==> config.mk <==
export PLATFORM = sky130hd
export DESIGN_NAME = ps2_host_tx
export DESIGN_NICKNAME = d
export VERILOG_FILES = /design/src/rtl/ps2_host_tx.sv
export SDC_FILE = /design/constraint.sdc
export NUM_CORES = 1
export LEC_CHECK = 0
export ABC_CLOCK_PERIOD_IN_PS = 3020
export BUFFER_PORTS_ARGS = -buffer_cell sky130_fd_sc_hd__buf_2
export CORE_MARGIN = 4
export CORE_UTILIZATION = 50
export CTS_CLUSTER_DIAMETER = 150
export DETAILED_ROUTE_END_ITERATION = 7
export PLACE_DENSITY = 0.67
export SLEW_MARGIN = 40
export SYNTH_ARGS = -nofsm -noshare
export SYNTH_HDL_FRONTEND = slang
export SYNTH_SLANG_ARGS = --single-unit
export TNS_END_PERCENT = 20
==> constraint.sdc <==
create_clock -name clk -period 3.02 [get_ports clk]
set_input_delay 0.302 -clock clk [delete_from_list [all_inputs] [get_ports clk]]
set_output_delay 0.302 -clock clk [all_outputs]
set_load 0.1 [all_outputs]
==> src/rtl/ps2_host_tx.sv <==
// ps2_host_tx: PS/2 host-to-device command sender with filtered line inputs, request-to-send, ACK check and timeouts.
module ps2_host_tx #(
  parameter int unsigned INHIBIT_CYCLES        = 12000,
  parameter int unsigned START_TIMEOUT_CYCLES  = 1500000,
  parameter int unsigned PACKET_TIMEOUT_CYCLES = 200000,
  parameter int unsigned FILTER_LEN            = 8
) (
  input  logic       clk,
  input  logic       rst,
  input  logic       tx_valid,
  input  logic [7:0] tx_data,
  output logic       tx_ready,
  input  logic       ps2_clk_in,
  input  logic       ps2_data_in,
  output logic       ps2_clk_oe,
  output logic       ps2_data_oe,
  output logic       busy,
  output logic       done,
  output logic       ack_ok,
  output logic       err_timeout
);
  localparam int FW = $clog2(FILTER_LEN + 1);
  typedef enum logic [2:0] {IDLE, INHIBIT, START, RTS, SEND, ACK, WAIT_IDLE} state_t;
  state_t state;
  logic [1:0] pad, filt;
  logic clk_q, fall, abort;
  logic [9:0] frame;
  logic [3:0] idx;
  logic [31:0] timer;
  assign pad = {ps2_data_in, ps2_clk_in};
  for (genvar i = 0; i < 2; i++) begin : g_filt
    logic [1:0] s;
    logic f;
    logic [FW-1:0] n;
    always_ff @(posedge clk or negedge rst)
      if (!rst) begin
        s <= 2'b11;
        f <= 1'b1;
        n <= '0;
      end else begin
        s <= {s[0], pad[i]};
        n <= (s[1] == f || n == FW'(FILTER_LEN - 1)) ? '0 : n + FW'(1);
        if (s[1] != f && n == FW'(FILTER_LEN - 1)) f <= s[1];
      end
    assign filt[i] = f;
  end
  always_ff @(posedge clk or negedge rst)
    if (!rst) clk_q <= 1'b1;
    else clk_q <= filt[0];
  assign fall = clk_q & ~filt[0];
  // The packet timer runs from the first device edge through the final idle wait.
  always_comb
    abort = (state == RTS) ? (!fall && timer > START_TIMEOUT_CYCLES) :
            (state == SEND || state == ACK || state == WAIT_IDLE) ? (timer > PACKET_TIMEOUT_CYCLES) : 1'b0;
  always_ff @(posedge clk or negedge rst)
    if (!rst) begin
      state <= IDLE;
      frame <= '0;
      idx <= '0;
      timer <= '0;
      tx_ready <= 1'b1;
      busy <= 1'b0;
      done <= 1'b0;
      ack_ok <= 1'b0;
      err_timeout <= 1'b0;
      ps2_clk_oe <= 1'b0;
      ps2_data_oe <= 1'b0;
    end else begin
      done <= 1'b0;
      err_timeout <= 1'b0;
      timer <= (&timer) ? timer : timer + 32'd1;
      if (abort) begin
        ps2_clk_oe <= 1'b0;
        ps2_data_oe <= 1'b0;
        err_timeout <= 1'b1;
        busy <= 1'b0;
        tx_ready <= 1'b1;
        state <= IDLE;
      end else begin
        case (state)
          IDLE:
            if (tx_valid && tx_ready) begin
              frame <= {1'b1, ~^tx_data, tx_data};
              tx_ready <= 1'b0;
              busy <= 1'b1;
              ack_ok <= 1'b0;
              ps2_clk_oe <= 1'b1;
              timer <= '0;
              state <= INHIBIT;
            end
          INHIBIT:
            if (timer >= INHIBIT_CYCLES - 1) begin
              ps2_data_oe <= 1'b1;
              state <= START;
            end
          START: begin
            ps2_clk_oe <= 1'b0;
            timer <= '0;
            state <= RTS;
          end
          RTS:
            if (fall) begin
              ps2_data_oe <= ~frame[0];
              idx <= 4'd1;
              timer <= '0;
              state <= SEND;
            end
          SEND:
            if (fall) begin
              ps2_data_oe <= ~frame[idx];
              idx <= idx + 4'd1;
              if (idx == 4'd9) state <= ACK;
            end
          ACK:
            if (fall) begin
              ack_ok <= ~filt[1];
              state <= WAIT_IDLE;
            end
          WAIT_IDLE:
            if (&filt) begin
              done <= 1'b1;
              busy <= 1'b0;
              tx_ready <= 1'b1;
              state <= IDLE;
            end
          default: state <= IDLE;
        endcase
      end
    end
endmodule

==> reports/results.md, run 1 <==
| Quantity | Value |
|---|---|
| Ys flop type | sky130_fd_sc_hd__dfrtp_1 |
| Final weighted congestion in routability-driven placement | 0.9000 |
| Initial Utilization | 0.5271 |
| Post-detail-place hpwl | 5.591 mm |
| Overflow left after global routing | 0 |
| Maximum resistive drop on vdd | 0.3780 mV |
| Number of max-cap violations | 0 |
| Area taken by multi-input logic gates | 1994 um^2 |
| Required arrival time at the worst endpoint | 3260 ps |
| Total number of vias | 2978 |
| Clock Latency Late Sink | 340 ps |
| Max Fanout on Critical Path | 8 |
| Largest net degree at the start of global routing | 44 |
| Total chip power | 2.036 mW |
| Final slew viol count | 0 |
| Count of buffers added by post-CTS timing repair for setup | 0 |
| Clock Tree Buf Depth | 2 |
| Total area of sequential cells | 1787 um^2 |
| Total Routing Usage GR | 0.1876 |
| Max H-tree Level | 3 |
| DRT Pass-1 Iters | 4 |
| Final setup slack of the worst path | 557.3 ps |
| Die Ht | 96.38 um |
| Library cell with the highest instance count after synthesis | sky130_fd_sc_hd__dfrtp_1 |
| Class of the most critical setup path | register to register |
| CP endpoint kind | register |
| Status | completed |
| Starting DRT DRC Count | 185 |
| Hold Fails Final Rpt | 0 |
| Post-Syn Area | 3905 um^2 |
| Number of buffers inserted by hold repair at cts | 0 |
| Number of nets produced by synthesis | 417 |
| Number of synthesized flops with an enable pin | 0 |
| Count of unresolved DRC violations after routing | 0 |
| Post-detailed-route wirelength per cell | 15.13 um |
| Clock input transition at the sequential cells of the worst setup and hold paths | 80 ps |
| Post-synthesis instance total | 398 |
| Number of synthesized register bits | 71 |
| Number of distinct standard cells referenced by the synthesized netlist | 61 |
| Area overhead of the layout relative to synthesis | 10.22% |
| Final Setup Violations | 0 |
| Unrepaired setup endpoints after global routing | no |
| Leading area contributor after synthesis | sky130_fd_sc_hd__dfrtp_1 |
| Clock root buffer | sky130_fd_sc_hd__clkbuf_8 |
| Core region area | 7408 um^2 |
| Antenna Cells | 0 |
| Vias in the first global route | 2767 |
| Pwr Density | 473.0 nW/um^2 |
| Width of the chip | 96.38 um |
| Most area-consuming cells after synthesis | sky130_fd_sc_hd__dfrtp_1 (40%), sky130_fd_sc_hd__dfstp_2 (5.4%), sky130_fd_sc_hd__nor2_1 (4.6%) |
| Post-place setup slack | 595.0 ps |
| DRT Wirelength | 7.854 mm |
| Count of nets after finishing | 434 |
| Number of buffers added by the clock tree synthesis step | 9 |
| Drt via density | 5.738 |
| Initial antenna violation count | 0 |
| Setup TNS after final layout | 0 ps |
| Top cell type's share of synthesized area | 0.4037 |
| Type of element launching the critical path | register |
| Share of the cycle needed by the critical path after routing | 0.8155 |
| Most common library cells after synthesis | sky130_fd_sc_hd__dfrtp_1 (63), sky130_fd_sc_hd__nor2_1 (48), sky130_fd_sc_hd__nand2_1 (33), sky130_fd_sc_hd__xnor2_1 (19), sky130_fd_sc_hd__nor3_1 (18) |
| Peak Freq | 406.1 MHz |
| Cells resized by post-CTS repair | 0 |
| CP Data Arrival Time | 2700 ps |
| Average cell area after synthesis | 9.812 um^2 |
| Wire length of the first global-routing pass | 13.48 mm |
| Cell Rows | 31 |
| Max-Slew Margin vs Limit | 0.5393 |
| Share of synthesized registers carrying an async set or reset | 1.000 |
| Worst clock skew | 8.932 ps |
| CTS tree | done |
| Die Footprint | 9288 um^2 |
| Final worst path period need | 2463 ps |
| CTS Sinks | 71 |
| Part of the Yosys area used for sequential elements | 0.4575 |
| Number of nets still failing antenna checks after routing | 0 |
| Ports placed on the boundary | 20 |
| Total of fill cells in the finished design | 628 |
| Leak pwr | 1.795 nW |
| Proportion of layout cells with a drive suffix above 1 | 0.1738 |
| IO buf count | 19 |
| Actual slew at the worst max-slew pin | 691.1 ps |
| Hold Path Class | primary input to async pin |
| Synth Warn # | 0 |
[power by group]
part | internal, mW | switching (mW)
registers | 1.02 | 0.0410
clock network | 0.408 | 0.378
logic | 0.0850 | 0.108
total | 1.51 | 0.527
[path summary, 6_finish.rpt]
path | startpoint | to | slack [ps] | depth (start not counted)
max | timer[12] | ps2_data_oe | 560 | 6
min | rst | timer[7] | 2 | 1
max reg2reg | timer[12] | ps2_data_oe | 560 | 6
min reg2reg | g_filt[0].s[0] | g_filt[0].s[1] | 360 | 0
max in group asynchronous | rst | g_filt[1].f | 2300 | 2
min in group clk | ps2_clk_in | g_filt[0].s[0] | 50 | 1
[worst max-delay path, stage by stage, from the launching register on]
cell	delay (ps)
sky130_fd_sc_hd__dfrtp_1	470
sky130_fd_sc_hd__nand4b_1	270
sky130_fd_sc_hd__o311ai_0	450
sky130_fd_sc_hd__a21boi_0	160
sky130_fd_sc_hd__nor3_1	500
sky130_fd_sc_hd__nand2b_1	280
sky130_fd_sc_hd__and4bb_2	250
[cells by family after synthesis]
kind of cell,Yosys count,synth area share
AOI/OAI and AO/OA,55,0.1041
muxes,18,0.05639
adders and majority gates,6,0.01922
and+or+nand+nor,182,0.2493
DFF,71,0.4575
xor gates and xnor gates,36,0.08074
buffers and inverters,30,0.03268
[layer usage]
| layer | share of wire | track usage | vias to the layer above | wire length (um) |
|---|---|---|---|---|
| met3 | 0.039 | 0.03176 | 6 | 304 |
| met5 | 0 | 0 | - | 0 |
| met2 | 0.46 | 0.2737 | 57 | 3592 |
| li1 | - | - | 1472 | - |
| met1 | 0.50 | 0.2837 | 1443 | 3894 |
| met4 | 0.0078 | 0.06075 | 0 | 61 |
[final cells by class]
type,instances,share of cell area
repair buffers,25,0.03547
multi-input cells,297,0.4634
clock inverters,6,0.01570
clock buffers,10,0.03198
well taps,99,0.02878
flip-flops and latches,71,0.4151
inverters,11,0.009593
[metrics by stage]
stage	hold slack, ps	instance area (um^2)	std cells	util
after floorplan	6.409	3905	398	-
after global placement	346.7	4099	503	0.5533
after detailed placement	348.4	4099	503	0.5533
after CTS	12.75	4304	519	0.5810
after global routing	31.93	4304	519	0.5810
final	1.703	4304	519	0.5810
[state kept, by name (all words and copies together), names as in the netlist, 2 cells and up]
signal / flops
timer: 32
idx: 4
frame: 10
state: 3
g_filt.s: 4
g_filt.f: 2
g_filt.n: 8
[cells in the final DEF (no fill, tap or decap), types with 12 or more instances in the layout]
cell                      count
sky130_fd_sc_hd__a21oi_1     16
sky130_fd_sc_hd__xor2_1      17
sky130_fd_sc_hd__dfrtp_1     63
sky130_fd_sc_hd__nand3_1     15
sky130_fd_sc_hd__mux2_2      12
sky130_fd_sc_hd__xnor2_1     19
sky130_fd_sc_hd__nand2_1     33
sky130_fd_sc_hd__nor3_1      18
sky130_fd_sc_hd__buf_2       19
sky130_fd_sc_hd__nor2_1      48
sky130_fd_sc_hd__nand4_1     16
No activity file was read; power rests on OpenSTA's default activity.
==> run 2: changes to the inputs <==
--- a/config.mk
+++ b/config.mk
@@ -5,13 +5,13 @@
 export SDC_FILE = /design/constraint.sdc
 export NUM_CORES = 1
 export LEC_CHECK = 0
-export ABC_CLOCK_PERIOD_IN_PS = 3020
+export ABC_CLOCK_PERIOD_IN_PS = 2080
 export BUFFER_PORTS_ARGS = -buffer_cell sky130_fd_sc_hd__buf_2
 export CORE_MARGIN = 4
 export CORE_UTILIZATION = 50
 export CTS_CLUSTER_DIAMETER = 150
 export DETAILED_ROUTE_END_ITERATION = 7
-export PLACE_DENSITY = 0.67
+export PLACE_DENSITY = 0.7
 export SLEW_MARGIN = 40
 export SYNTH_ARGS = -nofsm -noshare
 export SYNTH_HDL_FRONTEND = slang
==> constraint.sdc (replaced) <==
create_clock -name clk -period 2.08 [get_ports clk]
set_input_delay 0.208 -clock clk [delete_from_list [all_inputs] [get_ports clk]]
set_output_delay 0.208 -clock clk [all_outputs]
set_load 0.1 [all_outputs]
==> reports/results.md, run 2 (same netlist as run 1, synthesis figures left out) <==
| Quantity | Value | Delta |
|---|---|---|
| Final worst path period need | 2258 ps | -204.6 ps |
| Wire length of the first global-routing pass | 15.55 mm | +15% |
| Total Routing Usage GR | 0.2130 | +0.02540 |
| Pwr Density | 620.7 nW/um^2 | +31% |
| Die Footprint | 9288 um^2 | unchanged |
| Proportion of layout cells with a drive suffix above 1 | 0.3237 | +0.1498 |
| Crit path largest cell delay | 560 ps | +60 ps |
| CP endpoint kind | register |  |
| Overflow left after global routing | 0 | unchanged |
| Largest net degree at the start of global routing | 33 | -25% |
| DRT Wirelength | 8.889 mm | +13% |
| Number of flip-flops in the largest register | 32 | unchanged |
| Number of nets still failing antenna checks after routing | 0 | unchanged |
| Met3 usage | 0.04570 | +0.01394 |
| Number of max-cap violations | 0 | unchanged |
| Initial antenna violation count | 0 | unchanged |
| Count of unresolved DRC violations after routing | 0 | unchanged |
| Drt via density | 5.702 | -0.62% |
| Top Registers | timer (32), frame (10), g_filt.n (8) |  |
| Leak pwr | 2.198 nW | +22% |
| Max-Slew Margin vs Limit | 0.6135 | +0.07428 |
| Clock Latency Late Sink | 350 ps | about the same |
| Register with the highest flop count | timer |  |
| Violated checks | setup timing |  |
| Commonest non-fill, non-tap cell in the layout | sky130_fd_sc_hd__dfrtp_1 |  |
| Final slew viol count | 0 | unchanged |
| Total chip power | 3.081 mW | +51% |
| Clock network fraction of total power | 0.404 | +0.018 |
| Largest delay contributor family on the critical path | simple AND/OR/NAND/NOR gates |  |
| CTS tree | done |  |
| Share of the cycle needed by the critical path after routing | 1.086 | +0.2702 |
| Max H-tree Level | 3 | unchanged |
| Slowest cell on the critical path | sky130_fd_sc_hd__or4b_4 |  |
| Most frequent cells in the layout | sky130_fd_sc_hd__dfrtp_1 (63), sky130_fd_sc_hd__buf_4 (60), sky130_fd_sc_hd__nor2_1 (46) |  |
| Clock input transition at the sequential cells of the worst setup and hold paths | 80 ps | about the same |
| Initial Utilization | 0.5271 | unchanged |
| Global routing's busiest layer | met2 |  |
| Final setup slack of the worst path | -178.2 ps | -735.4 ps |
| Cell Rows | 31 | unchanged |
| Count of nets after finishing | 496 | +14% |
| Final weighted congestion in routability-driven placement | 0.8948 | -0.58% |
| Switching share of power | 0.2459 | -0.01281 |
| Antenna Cells | 0 | unchanged |
| Clock Tree Buf Depth | 2 | unchanged |
| Grt met1 use | 0.2822 | -0.001556 |
| Starting DRT DRC Count | 192 | +3.8% |
| Peak Freq | 442.8 MHz | +9.1% |
| Required arrival time at the worst endpoint | 2330 ps | -930 ps |
| Clock root buffer | sky130_fd_sc_hd__clkbuf_8 |  |
| Cell-by-cell trace of the critical path | inv_1 -> ha_1 -> or4b_4 -> nor4_4 -> o211a_1 -> nor3_4 -> or4b_4 -> o31ai_2 |  |
| Post-detail-place hpwl | 6.444 mm | +15% |
| Worst clock skew | 11.62 ps | +2.683 ps |
| Number of buffers added by the clock tree synthesis step | 9 | unchanged |
| Total of fill cells in the finished design | 560 | -11% |
| Relative contribution of sequential cells to total power | 0.500 | -0.019 |
| Post-detailed-route wirelength per cell | 15.30 um | +1.1% |
| Die Ht | 96.38 um | unchanged |
| CP bufs+invs | 1 | +1 |
| Unrepaired setup endpoints after global routing | yes |  |
| Hold Fails Final Rpt | 0 | unchanged |
| CTS Sinks | 71 | unchanged |
| IO buf count | 19 | unchanged |
| Width of the chip | 96.38 um | unchanged |
| Max Fanout on Critical Path | 4 | -4 |
| Final Setup Violations | 10 | +10 |
| Vias in the first global route | 3362 | +22% |
| Actual slew at the worst max-slew pin | 579.7 ps | -111.4 ps |
| Total number of vias | 3313 | +11% |
| Class of the most critical setup path | register to register |  |
| Status | complete, but fails checks |  |
| DRT Pass-1 Iters | 4 | unchanged |
| Switching power | 0.7576 mW | +44% |
| CP Data Arrival Time | 2510 ps | -190 ps |
| Part of the power in combinational logic | 0.097 | +0.002 |
| Register-to-register path setup slack | -180 ps | -740 ps |
| Area overhead of the layout relative to synthesis | 27.11% |  |
| Ports placed on the boundary | 20 | unchanged |
| Met2 Use GR | 0.3542 | +0.08051 |
| Hold Path Class | primary input to register |  |
| Type of element launching the critical path | register |  |
| Post-place setup slack | -183.1 ps | -778.1 ps |
| Cell occurring most often along the worst timing path | sky130_fd_sc_hd__or4b_4 |  |
| Power Internal | 2.323 mW | +54% |
| Core region area | 7408 um^2 | unchanged |
| Maximum resistive drop on vdd | 0.3868 mV | +2.3% |
-- run 2: per-stage QoR --
| stage | hold WS [ps] | TNS [ps] | cells | instance area, um^2 | utilization |
|---|---|---|---|---|---|
| floorplan | -87.59 | -11.09 | 398 | 3916 | - |
| global placement | 221.2 | -314.9 | 558 | 4534 | 0.6121 |
| detailed placement | 234.0 | -607.0 | 558 | 4534 | 0.6121 |
| CTS | 104.2 | -235.9 | 578 | 4843 | 0.6538 |
| global route | 97.14 | -2887 | 581 | 4964 | 0.6700 |
| finish | 112.9 | -457.0 | 581 | 4964 | 0.6700 |
-- run 2: path summary, 6_finish.rpt --
path,start,endpoint,cells past startpoint
worst min-delay path,tx_data[2],frame[2],2
worst max register to register,timer[0],busy,8
worst max-delay path,timer[0],busy,8
max in group asynchronous,rst,clk_q,3
worst min register to register,g_filt[0].s[0],g_filt[0].s[1],0
min in group asynchronous,rst,frame[4],2
-- run 2: layer usage --
layer | vias up | share of wire
li1 | 1579 | -
met1 | 1650 | 0.44
met2 | 70 | 0.51
met3 | 14 | 0.043
met4 | 0 | 0.012
met5 | - | 0
-- run 2: area by class of cell --
type                       count  area [um^2]  area share
multi-input combinational    297         2140      0.4311
sequential                    71         1787      0.3600
timing repair buffer          87        649.4      0.1308
clock buffer                  11        141.4     0.02849
tap                           99        123.9     0.02496
clock inverter                 5        81.33     0.01639
inverter                      11        41.29    0.008319
-- run 2: timing repair --
item	4_1_cts	5_1_grt
endpoints found under the hold margin	21	0
hold buffers	3	0
pin swaps	6	6
buffers inserted	1	3
setup endpoints to repair	21	41
gates resized for setup	10	22
-- run 2: power groups by stage --
stage | registers, mW | clock network [mW] | logic [mW]
floorplan | 1.55 | 0 | 0.197
global placement | 1.57 | 0 | 0.284
detailed placement | 1.57 | 0 | 0.294
CTS | 1.54 | 1.26 | 0.301
global route | 1.55 | 1.34 | 0.349
finish | 1.54 | 1.24 | 0.298
==> run 3: changes to the inputs <==
--- a/config.mk
+++ b/config.mk
@@ -5,13 +5,13 @@
 export SDC_FILE = /design/constraint.sdc
 export NUM_CORES = 1
 export LEC_CHECK = 0
-export ABC_CLOCK_PERIOD_IN_PS = 2080
+export ABC_CLOCK_PERIOD_IN_PS = 2100
 export BUFFER_PORTS_ARGS = -buffer_cell sky130_fd_sc_hd__buf_2
 export CORE_MARGIN = 4
 export CORE_UTILIZATION = 50
 export CTS_CLUSTER_DIAMETER = 150
 export DETAILED_ROUTE_END_ITERATION = 7
-export PLACE_DENSITY = 0.7
+export PLACE_DENSITY = 0.67
 export SLEW_MARGIN = 40
 export SYNTH_ARGS = -nofsm -noshare
 export SYNTH_HDL_FRONTEND = slang
==> constraint.sdc (replaced) <==
create_clock -name clk -period 2.1 [get_ports clk]
set_input_delay 0.21 -clock clk [delete_from_list [all_inputs] [get_ports clk]]
set_output_delay 0.21 -clock clk [all_outputs]
set_load 0.1 [all_outputs]
==> reports/results.md, run 3 (same netlist as run 1, synthesis figures left out) <==
| Quantity | Value | Delta |
|---|---|---|
| Status | complete, but fails checks |  |
| Violated checks | setup timing |  |
| Area overhead of the layout relative to synthesis | 23.42% |  |
| Switching share of power | 0.2511 | +0.005183 |
| Die Footprint | 9288 um^2 | unchanged |
| Unrepaired setup endpoints after global routing | yes |  |
| Clock root buffer | sky130_fd_sc_hd__clkbuf_8 |  |
| CTS tree | done |  |
| Hold Path Class | primary input to register |  |
| Clock Latency Late Sink | 350 ps | about the same |
| Post-detailed-route wirelength per cell | 15.74 um | +2.9% |
| Part of the power in combinational logic | 0.102 | +0.005 |
| Total number of vias | 3252 | -1.8% |
| Clock network fraction of total power | 0.373 | -0.031 |
| Final worst path period need | 2236 ps | -21.74 ps |
| Overflow left after global routing | 0 | unchanged |
| Leak pwr | 2.106 nW | -4.2% |
| Area taken by multi-input logic gates | 2069 um^2 | -3.3% |
| IO buf count | 19 | unchanged |
| Placed Area | 4489 um^2 | -0.99% |
| Pwr Density | 602.6 nW/um^2 | -2.9% |
| Max H-tree Level | 3 | unchanged |
| Ports placed on the boundary | 20 | unchanged |
| Number of nets still failing antenna checks after routing | 0 | unchanged |
| Register with the highest flop count | timer |  |
| CP endpoint kind | register |  |
| Total area of sequential cells | 1787 um^2 | unchanged |
| Count of nets after finishing | 491 | -1.0% |
| Largest net degree at the start of global routing | 72 | +120% |
| Post-Route Utilization | 0.6506 | -0.01942 |
| Peak Freq | 447.1 MHz | +0.97% |
| Max Fanout on Critical Path | 3 | -1 |
| DRT Wirelength | 9.081 mm | +2.2% |
| Worst hold-check slack | 116.9 ps | +3.978 ps |
| Number of max-cap violations | 0 | unchanged |
| Power Internal | 2.175 mW | -6.4% |
| Core region area | 7408 um^2 | unchanged |
| Final Setup Violations | 5 | -5 |
| Hold Fails Final Rpt | 0 | unchanged |
| Number of flip-flops in the largest register | 32 | unchanged |
| CP Data Arrival Time | 2500 ps | about the same |
| Required arrival time at the worst endpoint | 2360 ps | +30 ps |
| Worst clock skew | 16.92 ps | +5.310 ps |
| Most frequent cells in the layout | sky130_fd_sc_hd__dfrtp_1 (63), sky130_fd_sc_hd__buf_4 (55), sky130_fd_sc_hd__nor2_1 (47) |  |
| Actual slew at the worst max-slew pin | 486.9 ps | -92.78 ps |
| Die Ht | 96.38 um | unchanged |
| Register-to-register path setup slack | -140 ps | +40 ps |
| Proportion of layout cells with a drive suffix above 1 | 0.2977 | -0.02596 |
| Cell Rows | 31 | unchanged |
| Initial Utilization | 0.5271 | unchanged |
| Max-Slew Margin vs Limit | 0.6776 | +0.06408 |
| Type of element launching the critical path | register |  |
| Clock Tree Buf Depth | 2 | unchanged |
| Maximum resistive drop on vdd | 0.2817 mV | -27% |
| Initial antenna violation count | 0 | unchanged |
| Final setup slack of the worst path | -136.4 ps | +41.74 ps |
| Count of unresolved DRC violations after routing | 0 | unchanged |
| Class of the most critical setup path | register to register |  |
| DRT Pass-1 Iters | 4 | unchanged |
| Clock input transition at the sequential cells of the worst setup and hold paths | 80 ps | about the same |
| Area of all placed cells without fillers | 4820 um^2 | -2.9% |
| Wire length of the first global-routing pass | 15.08 mm | -3.1% |
| CTS Sinks | 71 | unchanged |
| Share of the cycle needed by the critical path after routing | 1.065 | -0.02069 |
| Commonest non-fill, non-tap cell in the layout | sky130_fd_sc_hd__dfrtp_1 |  |
| Starting DRT DRC Count | 149 | -22% |
| Final slew viol count | 0 | unchanged |
| Drt via density | 5.636 | -1.2% |
| Total chip power | 2.904 mW | -5.7% |
| Width of the chip | 96.38 um | unchanged |
| Switching power | 0.7292 mW | -3.8% |
| Final weighted congestion in routability-driven placement | 0.8181 | -8.6% |
| Post-detail-place hpwl | 6.216 mm | -3.5% |
| Vias in the first global route | 3149 | -6.3% |
| Total of fill cells in the finished design | 616 | +10% |
| Number of buffers added by the clock tree synthesis step | 9 | unchanged |
| Top Registers | timer (32), frame (10), g_filt.n (8) |  |
| Total Routing Usage GR | 0.2106 | -0.002475 |
| Relative contribution of sequential cells to total power | 0.526 | +0.026 |
[run 3: cell count changes in the layout (fill, tap and decap cells not counted), sizes merged]
cell	previous run	this run
diode	0	1
clkinv	2	3
bufinv	2	1
clkbuf	11	12
buf	84	79
clkinvlp	1	0
[run 3: final cells by class]
cell class,count,share of cell area
inverter,11,0.008567
antenna,1,0.0005192
timing repair buffer,82,0.1256
tap,99,0.02570
clock buffer,12,0.03011
sequential,71,0.3707
multi-input combinational,297,0.4294
clock inverter,4,0.009346
[run 3: path summary, 6_finish.rpt]
check,depth (start not counted),to,startpoint
worst max-delay path,8,state[0],timer[1]
worst min-delay path,2,frame[5],tx_data[5]
worst max register to register,8,state[0],timer[1]
worst min register to register,0,g_filt[1].s[1],g_filt[1].s[0]
max in group asynchronous,3,g_filt[0].s[1],rst
min in group asynchronous,3,idx[0],rst
[run 3: timing repair]
item                                    CTS  global route
pin swaps                                 4             4
endpoints found under the hold margin    65             0
hold buffers                              3             0
buffers inserted                          1             3
resized for setup                         7            12
gates cloned                              0             1
endpoints found under the setup margin    8            39
[run 3: power by group through the flow]
| stage | clock network [mW] | registers (mW) | logic (mW) |
|---|---|---|---|
| after CTS | 1.12 | 1.53 | 0.295 |
| after global routing | 1.17 | 1.54 | 0.337 |
| after global placement | 0 | 1.55 | 0.280 |
| after floorplan | 0 | 1.53 | 0.196 |
| after detailed placement | 0 | 1.55 | 0.289 |
| final | 1.08 | 1.53 | 0.295 |
[run 3: metrics by stage]
stage	cells	setup WS (ps)	setup TNS (ps)
4_1_cts	572	-101.9	-153.2
3_5_place_dp	552	-156.9	-402.9
5_1_grt	576	-200.2	-2478
6_report	577	-136.4	-384.0
3_3_place_gp	552	-60.92	-90.97
2_1_floorplan	398	7.630	0
[run 3: critical path, stage by stage (launching register included)]
cell and delay, ps:
sky130_fd_sc_hd__dfrtp_1 400, sky130_fd_sc_hd__buf_4 140, sky130_fd_sc_hd__ha_1 220, sky130_fd_sc_hd__a41o_1 190
sky130_fd_sc_hd__a31oi_1 170, sky130_fd_sc_hd__nor2_1 70, sky130_fd_sc_hd__or4_4 500, sky130_fd_sc_hd__a211oi_2 220
sky130_fd_sc_hd__mux2i_1 240
[run 3: metal layers]
metal | track usage | part of all wire | vias up
met1 | 0.2572 | 0.44 | 1603
li1 | - | - | 1573
met2 | 0.3623 | 0.51 | 57
met5 | 0 | 0 | -
met3 | 0.03873 | 0.029 | 19
met4 | 0.09346 | 0.021 | 0
